[config.mk]
export PLATFORM = sky130hd
export DESIGN_NAME = ifeed_skew
export DESIGN_NICKNAME = d
export VERILOG_FILES = /design/src/rtl/ifeed_skew.sv
export SDC_FILE = /design/constraint.sdc
export NUM_CORES = 1
export LEC_CHECK = 0
export CAP_MARGIN = 20
export CORE_UTILIZATION = 40
export CTS_CLUSTER_SIZE = 24
export DETAILED_ROUTE_END_ITERATION = 12
export GPL_TIMING_DRIVEN = 1
export PLACE_DENSITY = 0.57
export RECOVER_POWER = 50
export SYNTH_ARGS = -nofsm -noshare
export SYNTH_HDL_FRONTEND = slang
export SYNTH_SLANG_ARGS = --single-unit
export TNS_END_PERCENT = 1
[constraint.sdc]
create_clock -name clk -period 5.5 [get_ports clk]
set_input_delay 1.1 -clock clk [delete_from_list [all_inputs] [get_ports clk]]
set_output_delay 1.1 -clock clk [all_outputs]
set_load 0.01 [all_outputs]
[src/rtl/ifeed_skew.sv]
// West-border row feeder: buffers ROWS-wide input vectors in a small FIFO and
// emits them diagonally skewed (lane r delayed r cycles) with per-lane en/clr.
module ifeed_skew #(
  parameter int WIDTH = 8,
  parameter int ROWS  = 4,
  parameter int DEPTH = 4
) (
  input  logic                    clk,
  input  logic                    rst,
  input  logic                    in_valid,
  output logic                    in_ready,
  input  logic [ROWS*WIDTH-1:0]   in_data,
  input  logic                    in_last,
  input  logic                    stall,
  output logic [ROWS*WIDTH-1:0]   o_data,
  output logic [ROWS-1:0]         o_en,
  output logic [ROWS-1:0]         o_clr,
  output logic                    busy
);

  localparam int AW = (DEPTH > 1) ? $clog2(DEPTH) : 1;
  localparam int EW = ROWS*WIDTH + 1;

  typedef enum logic [1:0] {IDLE, RUN, GAP} state_t;

  logic [EW-1:0] mem_q [DEPTH];
  logic [EW-1:0] mem_d [DEPTH];
  logic [AW-1:0] wptr_q, wptr_d, rptr_q, rptr_d;
  logic [AW:0]   cnt_q, cnt_d;
  state_t        state_q, state_d;

  logic          push, pop, empty, full, pop_last, gap_clr;
  logic [EW-1:0] rd_entry;
  logic [ROWS-1:0] lane_busy;

  assign empty    = (cnt_q == '0);
  assign full     = (cnt_q == (AW+1)'(DEPTH));
  assign in_ready = !full;
  assign push     = in_valid && in_ready;
  assign rd_entry = mem_q[rptr_q];
  assign pop_last = rd_entry[EW-1];
  // IDLE with a non-empty FIFO behaves as RUN, so the first pop needs no extra cycle.
  assign pop      = !stall && (state_q != GAP) && !empty;
  assign gap_clr  = !stall && (state_q == GAP);

  always_comb begin
    mem_d = mem_q;
    if (push) mem_d[wptr_q] = {in_last, in_data};
    wptr_d = wptr_q + AW'(push);
    rptr_d = rptr_q + AW'(pop);
    case ({push, pop})
      2'b10:   cnt_d = cnt_q + (AW+1)'(1);
      2'b01:   cnt_d = cnt_q - (AW+1)'(1);
      default: cnt_d = cnt_q;
    endcase
  end

  always_comb begin
    state_d = state_q;
    if (!stall) begin
      case (state_q)
        IDLE, RUN: begin
          if (pop) state_d = pop_last ? GAP : RUN;
          else     state_d = IDLE;
        end
        GAP:     state_d = RUN;
        default: state_d = IDLE;
      endcase
    end
  end

  always_ff @(posedge clk) begin
    if (rst) begin
      wptr_q  <= '0;
      rptr_q  <= '0;
      cnt_q   <= '0;
      state_q <= IDLE;
    end else begin
      wptr_q  <= wptr_d;
      rptr_q  <= rptr_d;
      cnt_q   <= cnt_d;
      state_q <= state_d;
    end
  end

  always_ff @(posedge clk) begin
    for (int i = 0; i < DEPTH; i++) mem_q[i] <= mem_d[i];
  end

  for (genvar r = 0; r < ROWS; r++) begin : g_lane
    logic signed [WIDTH-1:0] dat_q [r+1];
    logic signed [WIDTH-1:0] dat_d [r+1];
    logic [r:0] en_q, en_d, clr_q, clr_d;

    always_comb begin
      dat_d = dat_q;
      en_d  = en_q;
      clr_d = clr_q;
      if (!stall) begin
        dat_d[0] = pop ? rd_entry[r*WIDTH +: WIDTH] : '0;
        en_d[0]  = pop;
        clr_d[0] = gap_clr;
        for (int k = 1; k <= r; k++) begin
          dat_d[k] = dat_q[k-1];
          en_d[k]  = en_q[k-1];
          clr_d[k] = clr_q[k-1];
        end
      end
    end

    always_ff @(posedge clk) begin
      if (rst) begin
        for (int k = 0; k <= r; k++) dat_q[k] <= '0;
        en_q  <= '0;
        clr_q <= '0;
      end else begin
        for (int k = 0; k <= r; k++) dat_q[k] <= dat_d[k];
        en_q  <= en_d;
        clr_q <= clr_d;
      end
    end

    // Held en/clr stay in the chain during stall and are only masked at the output.
    assign o_data[r*WIDTH +: WIDTH] = dat_q[r];
    assign o_en[r]      = en_q[r] & ~stall;
    assign o_clr[r]     = clr_q[r] & ~stall;
    assign lane_busy[r] = (|en_q) | (|clr_q);
  end

  assign busy = !empty || (|lane_busy) || (state_q != IDLE);

endmodule

==> results of run 1 <==
-- flip-flops by register name, indices dropped and copies added (netlist names) --
register	flops
g_lane.dat_q	56
wptr_q	2
g_lane.en_q	4
o_data	24
cnt_q	3
state_q	2
rptr_q	2
mem_q	132
g_lane.clr_q	4
-- layout by cell type, fill, tap and decap left out, types with 32 or more instances in the layout --
| master | instances |
|---|---|
| inv_1 | 38 |
| edfxtp_1 | 132 |
| nor2_1 | 61 |
| nand2_1 | 35 |
| o22ai_1 | 32 |
| mux2i_1 | 49 |
| dfxtp_1 | 96 |
| mux4_2 | 33 |
| dlygate4sd3_1 | 34 |
| clkdlybuf4s50_1 | 42 |
-- critical path, cell delays in order --
cell	delay [ps]
dlygate4sd3_1	530
nand2_1	160
nor3_1	180
clkbuf_1	1650
-- power by group --
part	internal, mW	total [mW]	switching [mW]
registers	2.02	2.13	0.115
logic	0.377	0.718	0.341
clock network	0.971	1.61	0.640
total	3.36	4.46	1.10
-- area by class of cell --
| type | count | area, µm² |
|---|---|---|
| fill | 1859 | 10810 |
| antenna | 2 | 5.005 |
| clock buffer | 27 | 633.1 |
| multi-input combinational | 256 | 2130 |
| sequential | 229 | 5907 |
| clock inverter | 17 | 167.7 |
| inverter | 38 | 142.6 |
| timing repair buffer | 85 | 817.0 |
| tap | 275 | 344.1 |
-- through the flow --
step / total power, mW / hold slack [ps] / utilization
floorplan: 2.691 / 453.8 / -
global route: 4.682 / 490.7 / 0.4841
detailed placement: 2.913 / 466.9 / 0.4466
finish: 4.459 / 474.7 / 0.4842
CTS: 4.535 / 477.0 / 0.4848
global placement: 2.890 / 462.9 / 0.4466
-- worst paths after layout --
check / start / to / slack (ps) / cells past startpoint
hold / removal: g_lane[2].dat_q[23] / g_lane[2].dat_q[23] / 470 / 2
hold reg to reg: g_lane[2].dat_q[23] / g_lane[2].dat_q[23] / 470 / 2
setup / recovery: in_valid / mem_q[120] / 1940 / 4
setup reg to reg: cnt_q[0] / mem_q[120] / 2530 / 4
-- kinds of logic (layout without fill, tap and decap cells) --
family                   after synthesis  after routing  synth area share
AND/OR/NAND/NOR                      121            121           0.06137
other                                  0              2                 0
flip-flops                           229            229            0.6930
adder cells (fa/ha/maj)                4              4          0.006754
AO/OA/AOI/OAI                         45             45           0.03157
XOR/XNOR                               4              4          0.004112
multiplexers                          82             82            0.1448
buffers and inverters                 96            167           0.05843
-- per-layer routing --
metal  global-route usage  vias to the layer above  routed length (µm)
met5                    0                        -                   0
met4              0.03763                        0                 303
met3              0.02747                       22                 565
met2               0.2427                       83                7296
met1               0.1837                     2262                6818
li1                     -                     2184                   -
==> impl_metrics.json, run 1 <==
{
  "power.ir.vdd_worst_mv": 0.2716,
  "post-route-drc-count": 0,
  "worst-endpoint-required_ps": 5570,
  "violations": "capacitance limit, slew limit",
  "setup.worst_path.end_class": "register",
  "area_growth_pct": 19.06,
  "async_flop_share": 0,
  "mappedNetlistNets": 622,
  "maximum_buffer_depth_of_the_clock_tree": 3,
  "worst-slew-pin-transition_ps": 2285,
  "power.static_leakage_nw": 3.620,
  "grt_max_degree": 98,
  "top_level_ports": 79,
  "yosys.cell_count.top_type": "edfxtp_1",
  "netlist.top_cell.by_area": "edfxtp_1",
  "synthesis.area_per_instance_um2": 14.67,
  "cp.arrival_ps": 3640,
  "timing.final.crit_period_ps": 3563,
  "synth_top_flop_cell": "edfxtp_1",
  "grt.total_usage": 0.1418,
  "crit_fanout": 33,
  "post_drt_wl_per_cell_um": 16.13,
  "post-route-period-util": 0.6478,
  "drt-initial-drc-count": 210,
  "report.final.slew_viol_count": 102,
  "grt_first_pass_wirelength_um": 24230,
  "totalNegativeSetupSlack_ps": 0,
  "htree_num_levels": 1,
  "outcome": "finished with violations",
  "rsz0062_at_grt": "false",
  "synth.distinct_cells": 31,
  "drt-pass1-iter-count": 6,
  "total_cts_buffers": 24,
  "placement_rows": 53,
  "clkLatencyLatePin_ps": 500,
  "drive_above_1_share": 0.1258,
  "area_of_the_placeable_core_um2": 20960,
  "fmaxAchievable_ghz": 0.2807,
  "tritoncts_num_sinks": 229,
  "post_synthesis_instance_total": 581,
  "setup_viol_count_final": 0,
  "synth_edf_count": 132,
  "drt-vias-per-instance": 4.899,
  "final.setup_skew_ps": 6.245,
  "cts-root-buf": "clkbuf_16",
  "final_nets": 675,
  "class_of_the_tightest_hold_or_removal_check": "register to register",
  "timing.final.ws_setup_ps": 1937,
  "synth_commonest_cells": "edfxtp_1 (132), dfxtp_1 (97), nor2_1 (61)",
  "post-place-ws_ps": 2170,
  "global_route.overflow_total": 0,
  "power.density_cell_area_nw_per_um2": 439.5,
  "clk_pin_slew_ps": 60,
  "grt_pass1_vias": 4528,
  "io_buffers": 78,
  "post_synth_main_area_contributors": "edfxtp_1 (47%), dfxtp_1 (23%), mux4_2 (8.7%), mux2i_1 (5.8%), nor2_1 (2.7%)",
  "stdcell_count": 929,
  "crit_path_category": "input port to register",
  "cts_repair_resize_count": 0,
  "final_hold_vio_count": 0,
  "grt_antenna_before_repair": 2,
  "syn-cell-area_um2": 8522,
  "globalplace.congestion": 0.7232,
  "final_cell_area_um2": 10150,
  "initial_utilization": 0.4067,
  "worst_setup_path_start_kind": "input port",
  "synth_top_area_share": 0.4651,
  "max_cap_violations": 3,
  "synth_seq_cells": 229,
  "slew_headroom": -0.5234,
  "dp_cells": 883,
  "antenna_left": 0,
  "synth-seq-area-share": 0.6930,
  "drt-total-wl_um": 14990,
  "detailed_place_hpwl_um": 8448,
  "vias": 4551,
  "fp.dieArea_um2": 21890,
  "die_w_um": 148.0,
  "dpl_cell_area_um2": 9358,
  "postCtsHoldBufs": 0,
  "synth.yosys.warnings": 0,
  "cts_tree": "done",
  "die_h_um": 148.0,
  "cts.repair_timing.setup_buffer_count": 0
}
Power figures use the tool's default switching activity.
==> inputs of run 2 (changes only) <==
--- a/config.mk
+++ b/config.mk
@@ -10,7 +10,7 @@
 export CTS_CLUSTER_SIZE = 24
 export DETAILED_ROUTE_END_ITERATION = 12
 export GPL_TIMING_DRIVEN = 1
-export PLACE_DENSITY = 0.57
+export PLACE_DENSITY = 0.59
 export RECOVER_POWER = 50
 export SYNTH_ARGS = -nofsm -noshare
 export SYNTH_HDL_FRONTEND = slang
==> constraint.sdc (replaced) <==
create_clock -name clk -period 2.95 [get_ports clk]
set_input_delay 0.59 -clock clk [delete_from_list [all_inputs] [get_ports clk]]
set_output_delay 0.59 -clock clk [all_outputs]
set_load 0.01 [all_outputs]
==> run 2 against run 1 <==
  * The run now ends clean
  * Utilization hardly changed
  * Via count is 0.73% lower
  * Design area hardly changed
  * Non-clock buffer count is 5 higher
  * Sequential share of layout area barely moved
  * Worst setup slack worse by 1500 ps
  * Critical path depth fell by 1
  * Global-route usage increased by 0.43 points
  * First-iteration DRC count decreased by 3.8%
  * Count of clock-buffer cells in the layout increased by 10
  * Cell count grew 0.32%
  * Critical path type is now register to output port
==> impl_metrics.json, run 2 (synthesis gave the netlist of run 1 again) <==
{
  "cp_cell_sequence": "nor3_1 > nand4_1 > clkdlybuf4s50_1",
  "timing.critical_path.max_delay_family": "simple AND/OR/NAND/NOR gates",
  "post-route-period-util": 0.8511,
  "crit_slowest_cell": "clkdlybuf4s50_1",
  "fmaxAchievable_ghz": 0.3983,
  "clkLatencyLatePin_ps": 510,
  "drt-pass1-iter-count": 4,
  "crit_path_category": "register to output port",
  "area_growth_pct": 19.16,
  "outcome": "finished clean",
  "area_of_the_placeable_core_um2": 20960,
  "rsz0062_at_grt": "false",
  "max_cap_violations": 0,
  "totalNegativeSetupSlack_ps": 0,
  "layout.cells.most_common_list": "edfxtp_1 (132), dfxtp_1 (95), nor2_1 (61)",
  "clk_pin_slew_ps": 60,
  "detailed_place_hpwl_um": 8899,
  "htree_num_levels": 1,
  "r2r_start": "cnt_q[2]",
  "holdPathStages": 3,
  "die_h_um": 148.0,
  "antenna_left": 0,
  "crit_buf_inv": 1,
  "global_route.overflow_total": 0,
  "whs_ps": 435.2,
  "cts.repair_timing.setup_buffer_count": 0,
  "fp.dieArea_um2": 21890,
  "final.setup_skew_ps": 9.963,
  "globalplace.congestion": 0.7001,
  "reg2reg_to": "cnt_q[2]",
  "drt-initial-drc-count": 202,
  "grt_first_pass_wirelength_um": 24680,
  "grt_antenna_before_repair": 2,
  "timing.critical_path.slowest_cell_delay_ps": 510,
  "slew_headroom": 0.009827,
  "tritoncts_num_sinks": 229,
  "post-place-ws_ps": 334.4,
  "power.static_leakage_nw": 3.635,
  "cts_tree": "done",
  "rrSetupSlack_ps": 510,
  "vias": 4518,
  "crit_fanout": 5,
  "total_cts_buffers": 24,
  "initial_utilization": 0.4067,
  "grt_max_degree": 64,
  "power.ir.vdd_worst_mv": 0.3961,
  "worst_r2r_path_depth": 8,
  "drive_above_1_share": 0.1294,
  "setup.worst_path.end_class": "output port",
  "p_total_mw": 8.224,
  "post-route-drc-count": 0,
  "post_drt_wl_per_cell_um": 16.58,
  "stdcell_count": 932,
  "drt-vias-per-instance": 4.848,
  "final_cell_area_um2": 10150,
  "antenna_fix_cells": 0,
  "timing.final.crit_period_ps": 2511,
  "dpl_cell_area_um2": 9445,
  "worst-endpoint-required_ps": 2360,
  "final_hold_vio_count": 0,
  "die_w_um": 148.0,
  "power.density_cell_area_nw_per_um2": 809.9,
  "placement_rows": 53,
  "crit_path_start": "cnt_q[0]",
  "largest_register_ff_count": 132,
  "maximum_buffer_depth_of_the_clock_tree": 3,
  "io_buffers": 78,
  "class_of_the_tightest_hold_or_removal_check": "input port to register",
  "report.final.slew_viol_count": 0,
  "finish.utilization": 0.4846,
  "postCtsHoldBufs": 0,
  "cp-endpoint": "busy",
  "cp.arrival_ps": 1920,
  "max_flop_register": "mem_q",
  "layout_commonest_cell": "edfxtp_1",
  "drt-total-wl_um": 15450,
  "path_depth": 3,
  "worst-slew-pin-transition_ps": 1485,
  "timing.final.ws_setup_ps": 439.3,
  "grt.total_usage": 0.1460,
  "fillers": 1870,
  "final_nets": 680,
  "top_level_ports": 79,
  "dp_cells": 888,
  "setup_viol_count_final": 0,
  "cts-root-buf": "clkbuf_16",
  "worst_setup_path_start_kind": "register",
  "cts_repair_resize_count": 0,
  "grt_pass1_vias": 4646
}
==> run 2: cell types whose count changed in the layout (fill, tap and decap cells not counted), moves of 2 or more <==
cell       change
diode_2        -2
clkbuf_8       +4
bufinv_16      -2
clkinv_1       -2
clkinv_2       -3
clkbuf_1       +4
clkbuf_2       +4
==> run 2: area by class of cell <==
type	count	area, µm²	share of cell area
clock buffer	37	714.4	0.07036
clock inverter	7	60.06	0.005914
inverter	38	142.6	0.01405
multi-input combinational	256	2125	0.2092
sequential	229	5908	0.5818
tap	275	344.1	0.03388
timing repair buffer	90	860.8	0.08477
==> run 2: how the worst min path moves through the flow <==
stage | startpoint | end | slack, ps
global route | stall | g_lane[1].en_q[0] | 480
finish | stall | g_lane[1].en_q[0] | 440
floorplan | g_lane[1].en_q[0] | g_lane[1].en_q[0] | 450
CTS | stall | g_lane[1].en_q[0] | 380
detailed placement | g_lane[0].dat_q[5] | g_lane[0].dat_q[5] | 470
global placement | g_lane[2].dat_q[18] | g_lane[2].dat_q[18] | 460
==> run 2: tightest hold or removal path, cell delays in order <==
cell and delay, ps:
clkbuf_1 100, or3_1 140, a21oi_1 60
==> run 2: power breakdown <==
group          internal [mW]  switching, mW  leakage (nW)
Sequential              3.76          0.196          2.00
Combinational          0.706          0.664          1.26
Clock                   1.75           1.15         0.379
Total                   6.21           2.01          3.63
==> run 2: layer usage <==
layer  wire length [µm]  track usage  up-vias
met2               7925       0.2594       72
met1               6576       0.1801     2231
met5                 10            0        -
met3                600      0.02407       30
met4                339      0.04794        2
li1                   -            -     2183
